**src/rtl/fetch_pkg.sv**
```systemverilog
`default_nettype none
// ============================================================================
// Module   : fetch_pkg
// Purpose  : Shared defaults, status encoding and queue entry type for fetch.
// Revision : 1.0
// ============================================================================
package fetch_pkg;

    localparam int          FETCH_XLEN        = 32;
    localparam logic [31:0] RESET_PC_DEFAULT  = 32'h0001_0000;
    localparam logic [31:0] NOP_INSTR_DEFAULT = 32'h0000_0013;

    typedef enum logic [1:0] {
        EMPTY = 2'd0,
        RUN   = 2'd1,
        FULL  = 2'd2
    } fetch_state_t;

    typedef struct packed {
        logic [FETCH_XLEN-1:0] pc;
        logic [FETCH_XLEN-1:0] inst;
    } fetch_entry_t;

endpackage
`default_nettype wire

```
**src/rtl/fetch_prefetch_if.sv**
```systemverilog
`default_nettype none
// ============================================================================
// Module   : fetch_prefetch_if
// Purpose  : Redirect, instruction-memory and IF/ID signals of the fetch stage.
// Revision : 1.0
// ============================================================================
interface fetch_prefetch_if #(
    parameter int XLEN = 32
);
    logic            redirect_early_valid;
    logic [XLEN-1:0] redirect_early_pc;
    logic            redirect_late_valid;
    logic [XLEN-1:0] redirect_late_pc;

    logic            ireq;
    logic [XLEN-1:0] iaddr;
    logic            iready_n;
    logic [XLEN-1:0] idata;

    logic            if_valid;
    logic            id_ready;
    logic [XLEN-1:0] inst_out;
    logic [XLEN-1:0] pc_out;
    logic [XLEN-1:0] pcp4_out;
    logic [4:0]      rs1_out;
    logic [4:0]      rs2_out;

    modport master (
        input  redirect_early_valid, redirect_early_pc,
        input  redirect_late_valid,  redirect_late_pc,
        output ireq, iaddr,
        input  iready_n, idata,
        output if_valid,
        input  id_ready,
        output inst_out, pc_out, pcp4_out, rs1_out, rs2_out
    );

    modport slave (
        output redirect_early_valid, redirect_early_pc,
        output redirect_late_valid,  redirect_late_pc,
        input  ireq, iaddr,
        output iready_n, idata,
        input  if_valid,
        output id_ready,
        input  inst_out, pc_out, pcp4_out, rs1_out, rs2_out
    );
endinterface
`default_nettype wire

```
**src/rtl/fetch_fifo.sv**
```systemverilog
`default_nettype none
// ============================================================================
// Module   : fetch_fifo
// Purpose  : Prefetch queue storage with wrap-around pointers and flush.
// Revision : 1.0
// ============================================================================
module fetch_fifo #(
    parameter int WIDTH = 64,
    parameter int DEPTH = 4
) (
    input  wire logic                     clk,
    input  wire logic                     rst,
    input  wire logic                     flush_i,
    input  wire logic                     push_i,
    input  wire logic                     pop_i,
    input  wire logic [WIDTH-1:0]         wdata_i,
    output logic      [WIDTH-1:0]         rdata_o,
    output logic      [$clog2(DEPTH):0]   count_o,
    output logic      [$clog2(DEPTH):0]   count_d_o
);
    localparam int AW = $clog2(DEPTH);
    localparam int CW = AW + 1;

    logic [WIDTH-1:0] mem_q [DEPTH];
    logic [AW-1:0]    wr_ptr_q;
    logic [AW-1:0]    rd_ptr_q;
    logic [CW-1:0]    count_q;
    logic [CW-1:0]    count_d;
    logic             do_push;
    logic             do_pop;

    // Guard against overflow/underflow even if the caller misbehaves.
    assign do_push = push_i & (count_q != CW'(DEPTH));
    assign do_pop  = pop_i  & (count_q != '0);

    always_comb begin
        count_d = count_q;
        if (flush_i) begin
            count_d = '0;
        end else begin
            count_d = count_q + CW'(do_push) - CW'(do_pop);
        end
    end

    always_ff @(posedge clk or negedge rst) begin
        if (!rst) begin
            for (int i = 0; i < DEPTH; i++) begin
                mem_q[i] <= '0;
            end
            wr_ptr_q <= '0;
            rd_ptr_q <= '0;
            count_q  <= '0;
        end else if (flush_i) begin
            wr_ptr_q <= '0;
            rd_ptr_q <= '0;
            count_q  <= '0;
        end else begin
            if (do_push) begin
                mem_q[wr_ptr_q] <= wdata_i;
                wr_ptr_q        <= wr_ptr_q + AW'(1);
            end
            if (do_pop) begin
                rd_ptr_q <= rd_ptr_q + AW'(1);
            end
            count_q <= count_d;
        end
    end

    assign rdata_o   = mem_q[rd_ptr_q];
    assign count_o   = count_q;
    assign count_d_o = count_d;

endmodule
`default_nettype wire

```
**src/rtl/fetch_prefetch.sv**
```systemverilog
`default_nettype none
// ============================================================================
// Module   : fetch_prefetch
// Purpose  : Sequential fetch into a prefetch queue with early/late redirect.
// Revision : 1.0
// ============================================================================
module fetch_prefetch
    import fetch_pkg::*;
#(
    parameter int              XLEN      = 32,
    parameter int              DEPTH     = 4,
    parameter logic [XLEN-1:0] RESET_PC  = XLEN'(RESET_PC_DEFAULT),
    parameter logic [XLEN-1:0] NOP_INSTR = XLEN'(NOP_INSTR_DEFAULT)
) (
    input  wire logic          clk,
    input  wire logic          rst,
    fetch_prefetch_if.master   bus
);
    localparam int CW = $clog2(DEPTH) + 1;
    localparam int EW = 2 * XLEN;

    logic [XLEN-1:0] iaddr_q;
    logic [XLEN-1:0] iaddr_d;
    fetch_state_t    state_q;

    logic [CW-1:0]   count;
    logic [CW-1:0]   count_d;
    logic [EW-1:0]   head;
    logic            redirect;
    logic [XLEN-1:0] target;
    logic            full;
    logic            ireq;
    logic            push;
    logic            pop;
    logic            valid;
    logic [XLEN-1:0] head_pc;
    logic [XLEN-1:0] inst;

    // Late redirect wins: it belongs to the older instruction in EX.
    assign redirect = bus.redirect_late_valid | bus.redirect_early_valid;
    assign target   = bus.redirect_late_valid ? bus.redirect_late_pc
                                              : bus.redirect_early_pc;

    assign full  = (count == CW'(DEPTH));
    assign ireq  = rst & ~full;
    assign push  = ireq & ~bus.iready_n & ~redirect;
    assign valid = (count != '0);
    assign pop   = valid & bus.id_ready;

    fetch_fifo #(
        .WIDTH (EW),
        .DEPTH (DEPTH)
    ) u_fifo (
        .clk       (clk),
        .rst       (rst),
        .flush_i   (redirect),
        .push_i    (push),
        .pop_i     (pop),
        .wdata_i   ({iaddr_q, bus.idata}),
        .rdata_o   (head),
        .count_o   (count),
        .count_d_o (count_d)
    );

    always_comb begin
        iaddr_d = iaddr_q;
        if (redirect) begin
            iaddr_d = target;
        end else if (push) begin
            iaddr_d = iaddr_q + XLEN'(4);
        end
    end

    always_ff @(posedge clk or negedge rst) begin
        if (!rst) begin
            iaddr_q <= RESET_PC;
        end else begin
            iaddr_q <= iaddr_d;
        end
    end

    always_ff @(posedge clk or negedge rst) begin
        if (!rst) begin
            state_q <= EMPTY;
        end else if (redirect) begin
            state_q <= EMPTY;
        end else begin
            case (state_q)
                EMPTY: if (push) state_q <= RUN;
                RUN: begin
                    if (count_d == CW'(DEPTH)) begin
                        state_q <= FULL;
                    end else if (count_d == '0) begin
                        state_q <= EMPTY;
                    end
                end
                FULL:    if (pop) state_q <= RUN;
                default: state_q <= EMPTY;
            endcase
        end
    end

    assign head_pc = head[EW-1 -: XLEN];
    assign inst    = valid ? head[XLEN-1:0] : NOP_INSTR;

    assign bus.ireq     = ireq;
    assign bus.iaddr    = iaddr_q;
    assign bus.if_valid = valid;
    assign bus.inst_out = inst;
    assign bus.pc_out   = head_pc;
    assign bus.pcp4_out = head_pc + XLEN'(4);
    assign bus.rs1_out  = inst[19:15];
    assign bus.rs2_out  = inst[24:20];

endmodule
`default_nettype wire

```
**src/flat_wrapper.sv**
```systemverilog
// flat-port wrapper written by rule: the top's interface ports become plain ports
module fetch_prefetch_flat import fetch_pkg::*;
#(
    parameter int              XLEN      = 32,
    parameter int              DEPTH     = 4,
    parameter logic [XLEN-1:0] RESET_PC  = XLEN'(RESET_PC_DEFAULT),
    parameter logic [XLEN-1:0] NOP_INSTR = XLEN'(NOP_INSTR_DEFAULT)
)
  (clk, rst, bus_redirect_early_valid, bus_redirect_early_pc, bus_redirect_late_valid, bus_redirect_late_pc, bus_ireq, bus_iaddr, bus_iready_n, bus_idata, bus_if_valid, bus_id_ready, bus_inst_out, bus_pc_out, bus_pcp4_out, bus_rs1_out, bus_rs2_out);
  fetch_prefetch_if #(.XLEN(XLEN)) bus_i ();
  input  wire logic clk;
  input  wire logic rst;
  input wire logic [$bits(bus_i.redirect_early_valid)-1:0] bus_redirect_early_valid;
  input wire logic [$bits(bus_i.redirect_early_pc)-1:0] bus_redirect_early_pc;
  input wire logic [$bits(bus_i.redirect_late_valid)-1:0] bus_redirect_late_valid;
  input wire logic [$bits(bus_i.redirect_late_pc)-1:0] bus_redirect_late_pc;
  output wire logic [$bits(bus_i.ireq)-1:0] bus_ireq;
  output wire logic [$bits(bus_i.iaddr)-1:0] bus_iaddr;
  input wire logic [$bits(bus_i.iready_n)-1:0] bus_iready_n;
  input wire logic [$bits(bus_i.idata)-1:0] bus_idata;
  output wire logic [$bits(bus_i.if_valid)-1:0] bus_if_valid;
  input wire logic [$bits(bus_i.id_ready)-1:0] bus_id_ready;
  output wire logic [$bits(bus_i.inst_out)-1:0] bus_inst_out;
  output wire logic [$bits(bus_i.pc_out)-1:0] bus_pc_out;
  output wire logic [$bits(bus_i.pcp4_out)-1:0] bus_pcp4_out;
  output wire logic [$bits(bus_i.rs1_out)-1:0] bus_rs1_out;
  output wire logic [$bits(bus_i.rs2_out)-1:0] bus_rs2_out;
  assign bus_i.redirect_early_valid = bus_redirect_early_valid;
  assign bus_i.redirect_early_pc = bus_redirect_early_pc;
  assign bus_i.redirect_late_valid = bus_redirect_late_valid;
  assign bus_i.redirect_late_pc = bus_redirect_late_pc;
  assign bus_ireq = bus_i.ireq;
  assign bus_iaddr = bus_i.iaddr;
  assign bus_i.iready_n = bus_iready_n;
  assign bus_i.idata = bus_idata;
  assign bus_if_valid = bus_i.if_valid;
  assign bus_i.id_ready = bus_id_ready;
  assign bus_inst_out = bus_i.inst_out;
  assign bus_pc_out = bus_i.pc_out;
  assign bus_pcp4_out = bus_i.pcp4_out;
  assign bus_rs1_out = bus_i.rs1_out;
  assign bus_rs2_out = bus_i.rs2_out;
  fetch_prefetch #(.XLEN(XLEN), .DEPTH(DEPTH), .RESET_PC(RESET_PC), .NOP_INSTR(NOP_INSTR)) u_core (.clk(clk), .rst(rst), .bus(bus_i));
endmodule
```
**config.mk**
```make
export PLATFORM = sky130hd
export DESIGN_NAME = fetch_prefetch_flat
export DESIGN_NICKNAME = d
export VERILOG_FILES = /design/src/rtl/fetch_pkg.sv /design/src/rtl/fetch_prefetch_if.sv /design/src/rtl/fetch_fifo.sv /design/src/rtl/fetch_prefetch.sv /design/src/flat_wrapper.sv
export SDC_FILE = /design/constraint.sdc
export NUM_CORES = 1
export LEC_CHECK = 0
export CAP_MARGIN = 25
export CORE_MARGIN = 1
export CORE_UTILIZATION = 40
export DETAILED_ROUTE_END_ITERATION = 10
export GPL_ROUTABILITY_DRIVEN = 0
export PLACE_DENSITY = 0.61
export SETUP_SLACK_MARGIN = 0.05
export SLEW_MARGIN = 20
export SYNTH_ARGS = -nofsm -noshare
export SYNTH_HDL_FRONTEND = slang
export SYNTH_SLANG_ARGS = --single-unit
```
**constraint.sdc**
```tcl
create_clock -name clk -period 3.65 [get_ports clk]
set_input_delay 0.5475 -clock clk [delete_from_list [all_inputs] [get_ports clk]]
set_output_delay 0.5475 -clock clk [all_outputs]
set_load 0.05 [all_outputs]
```
==> summary.md, run 1 <==
| Metric | Value |
|---|---|
| Switch share | 0.3120 |
| Die W | 191.8 um |
| Relative slew margins | 0.4332 |
| Pleak | 8.710 nW |
| Clk root buf | clkbuf_16 |
| IO Port Bufs | between 200 and 250 |
| Vias | around 10000 |
| Largest net degree at the start of global routing | around 140 |
| Routed Antenna Nets | 0 |
| Worst Reg2Reg Path Length in Cells | 13 |
| Worst Skew | approximately 0.025 ns |
| Final Util | 0.5448 |
| WL per Instance | approximately 21 um |
| Most common cell in the netlist | dfrtp_1 |
| Worst path required time | just over 3 ns |
| DR vias/cell | between 5 and 6 |
| Power Density | approximately 540 nW/um2 |
| Crit Path Class | reg -> out |
| Crit-path most repeated cell | buf_12 |
| Placed insts | ~1700 |
| Gr ovfl total | 0 |
| Initial Utilization | 0.4063 |
| CP Capture Type | output pin |
| Outcome | complete, no violations |
| CTS max path bufs | 3 |
| CTS Sinks | between 200 and 300 |
| CP Launch Type | register |
| IO Count | approximately 240 |
| CTS tree | built |
| Worst path bufs/invs | 3 |
| Final Hold Viols | 0 |
| Setup violations, final | 0 |
| R2r setup slk | slightly above 0.8 ns |
| Syn Nets | 1184 |
| Least-Margin Pin Slew | ~0.85 ns |
| Cell accounting for the most synthesized area | dfrtp_1 |
| Worst path max stage delay | between 0.5 and 0.6 ns |
| Drt first pass iters | 6 |
| Die ar. | 36800 um2 |
| Non-filler instance count after layout | about 1800 |
| Antenna violations before repair | 3 |
| Vias in the first global route | 10040 |
| Synth top area share | 0.5103 |
| Gate count after technology mapping | approximately 1100 |
| Tcrit/Tclk final | 0.9948 |
| Tot Pwr | 10.49 mW |
| Number of remaining DRC errors | 0 |
| WP data arrival | just over 3 ns |
| Max Clock Freq | 275.4 MHz |
| RSZ-0062 raised after global routing | yes |
| Post-route minimum period | 3.631 ns |
| EDFF count, synth | 0 |
| Synthesized flop and latch total | just under 300 |
| Synth async-reset ratio | 1.000 |
| Routed WL | around 39 mm |
| Crit path cell chain | buf_12, mux4_2, and4_4, or4b_4, buf_4, nor3_2, xor2_2, buf_12 |
| Top cells by area, synth | dfrtp_1 (51%), mux2_2 (19%), mux4_2 (8.4%), xnor2_1 (2.7%), mux4_1 (1.8%) |
| Syn avg cell area | about 13 um2 |
| Reg-to-reg endpoint | u_core.u_fifo.count_o[2] |
| Clock share of power | 0.352 |
| Worst r2r src | u_core.u_fifo.count_o[1] |
| Max Cap Viol | 0 |
| Pins Over Slew Limit | 0 |
| Clock-pin slew of the registers on the worst-case setup and hold paths | ~0.060 ns |
| Layout Nets | between 1000 and 1500 |
| Synth Warn # | 0 |
| Top cells by count, synth | dfrtp_1 (294), mux2_2 (237), nand2_1 (55), mux4_2 (54), xnor2_1 (44) |
| CTS buffer count | 35 |
| Die height | 191.8 um |
| Register area share after synthesis | 0.5122 |
| H-tree depth | 2 |
| Core Area | 35480 um2 |
| Crit-path slowest cell | dfrtp_4 |
| Num rows | 69 |
| Tot GR Track Use | 0.2143 |
| Share of layout cells above drive strength 1 | 0.3981 |
| Ys flop type | dfrtp_1 |
| Peak supply drop | around 0.43 mV |
| Min-Delay Path Class | in -> async |
| CP delay by family, top | simple AND/OR/NAND/NOR gates |
| Sequential Power Share | 0.362 |
| Psw | about 3.3 mW |
| P_int | ~7.2 mW |
| Unique masters post-synth | 48 |
| Starting DRC count in detailed routing | about 390 |
| Largest fanout on the critical path | 7 |
| Worst-Skew Late Latency | around 0.52 ns |
| Global-route wire length before repair | just under 60 mm |
| Mapped cell area | roughly 14000 um2 |
| Area growth, synth to finish | 34.09% |
| Combinational Power Share | 0.285 |
| Crit path depth | 8 |
| DP HPWL | around 25 mm |
stage by stage:
stage | setup TNS [ns] | instance area, um2 | worst slack (ns) | hold WS, ns
floorplan | 0 | 14500 | 0.03177 | 0.2519
global placement | 0 | 17520 | 0.06906 | 0.4180
detailed placement | 0 | 17520 | 0.03801 | 0.4204
CTS | -0.006933 | 19050 | -0.006933 | 0.4787
global route | -0.2491 | 19330 | -0.08142 | 0.4934
finish | 0 | 19330 | 0.01888 | 0.4809
repair_timing:
| action | 4_1_cts | 5_1_grt |
|---|---|---|
| hold buffers | 1 | 0 |
| pin swaps | 8 | 13 |
| gates resized for setup | 34 | 18 |
| setup endpoints to repair | 38 | 18 |
| gates cloned | 0 | 1 |
| endpoints found under the hold margin | 28 | 0 |
| setup buffers | 24 | 18 |
power groups by stage:
stage | clock, mW | sequential, mW | combinational, mW
after global placement | 0 | 3.84 | 2.83
after floorplan | 0 | 3.88 | 1.67
after detailed placement | 0 | 3.85 | 2.85
after global routing | 3.92 | 3.84 | 3.15
after CTS | 3.79 | 3.79 | 2.94
final | 3.70 | 3.80 | 2.99
state kept, by name (all words and copies together), names as in the netlist:
signal and flops:
u_core.bus.iaddr 32, u_core.u_fifo.count_o 3, u_core.u_fifo.mem_q 256, u_core.u_fifo.rd_ptr_q 2
u_core.u_fifo.wr_ptr_q 2
worst reg2reg max path, cell delays in order (launching register included):
cell     delay [ns]
dfrtp_1        0.45
nor3_1         0.24
buf_4          0.19
inv_1          0.04
buf_4          0.24
and2_1         0.26
ha_1           0.30
inv_1          0.06
ha_1           0.13
inv_1          0.04
fa_1           0.38
xor2_1         0.16
xnor2_1        0.17
nor2_1         0.06
area by class of cell:
type	instances	area, um2
Fill cell	2958	16150
Sequential cell	295	7391
Multi-Input combinational cell	675	6790
Timing Repair Buffer	313	3269
Clock buffer	54	1060
Tap cell	461	576.8
Clock inverter	8	170.2
Inverter	19	71.32
Antenna cell	1	2.502
kinds of logic after synthesis:
family,count (synthesis),synth area share
and+or+nand+nor,219,0.08514
adders and majority gates,9,0.008332
xor gates and xnor gates,56,0.03402
AOI/OAI and AO/OA,79,0.03203
buffers and inverters,103,0.03298
muxes,312,0.2953
DFF,295,0.5122
placed cells by master (no fill, tap or decap), types with 32 or more instances in the layout:
master	count
mux4_2	64
buf_4	96
xnor2_1	32
mux2_2	237
dfrtp_1	292
buf_12	32
clkdlybuf4s50_1	169
and2_1	34
nand2_1	50
clkbuf_16	38
worst max-delay path by stage:
stage | start | end | slack (ns)
finish | u_core.u_fifo.rd_ptr_q[0] | bus_pcp4_out[22] | 0.02
global route | u_core.u_fifo.rd_ptr_q[0] | bus_pcp4_out[26] | -0.08
CTS | u_core.u_fifo.rd_ptr_q[0] | bus_pcp4_out[26] | -0.007
detailed placement | u_core.u_fifo.rd_ptr_q[0] | bus_pcp4_out[30] | 0.04
global placement | u_core.u_fifo.rd_ptr_q[0] | bus_pcp4_out[30] | 0.07
floorplan | u_core.u_fifo.rd_ptr_q[0] | bus_pcp4_out[26] | 0.03
per-layer routing:
metal  wire, um  track usage  up-vias
met5         34            0        -
met4        959      0.06746        4
met3       2801      0.05153       60
met2      18210       0.3423      295
met1      16950       0.2874     5084
li1           -            -     4423
No activity file was read; power rests on OpenSTA's default activity.
==> run 2: changes to the inputs <==
Settings changed: ABC_CLOCK_PERIOD_IN_PS set to 3650.
==> results of run 2 <==
Final layout, timing and power as in run 1 (identical DEF).
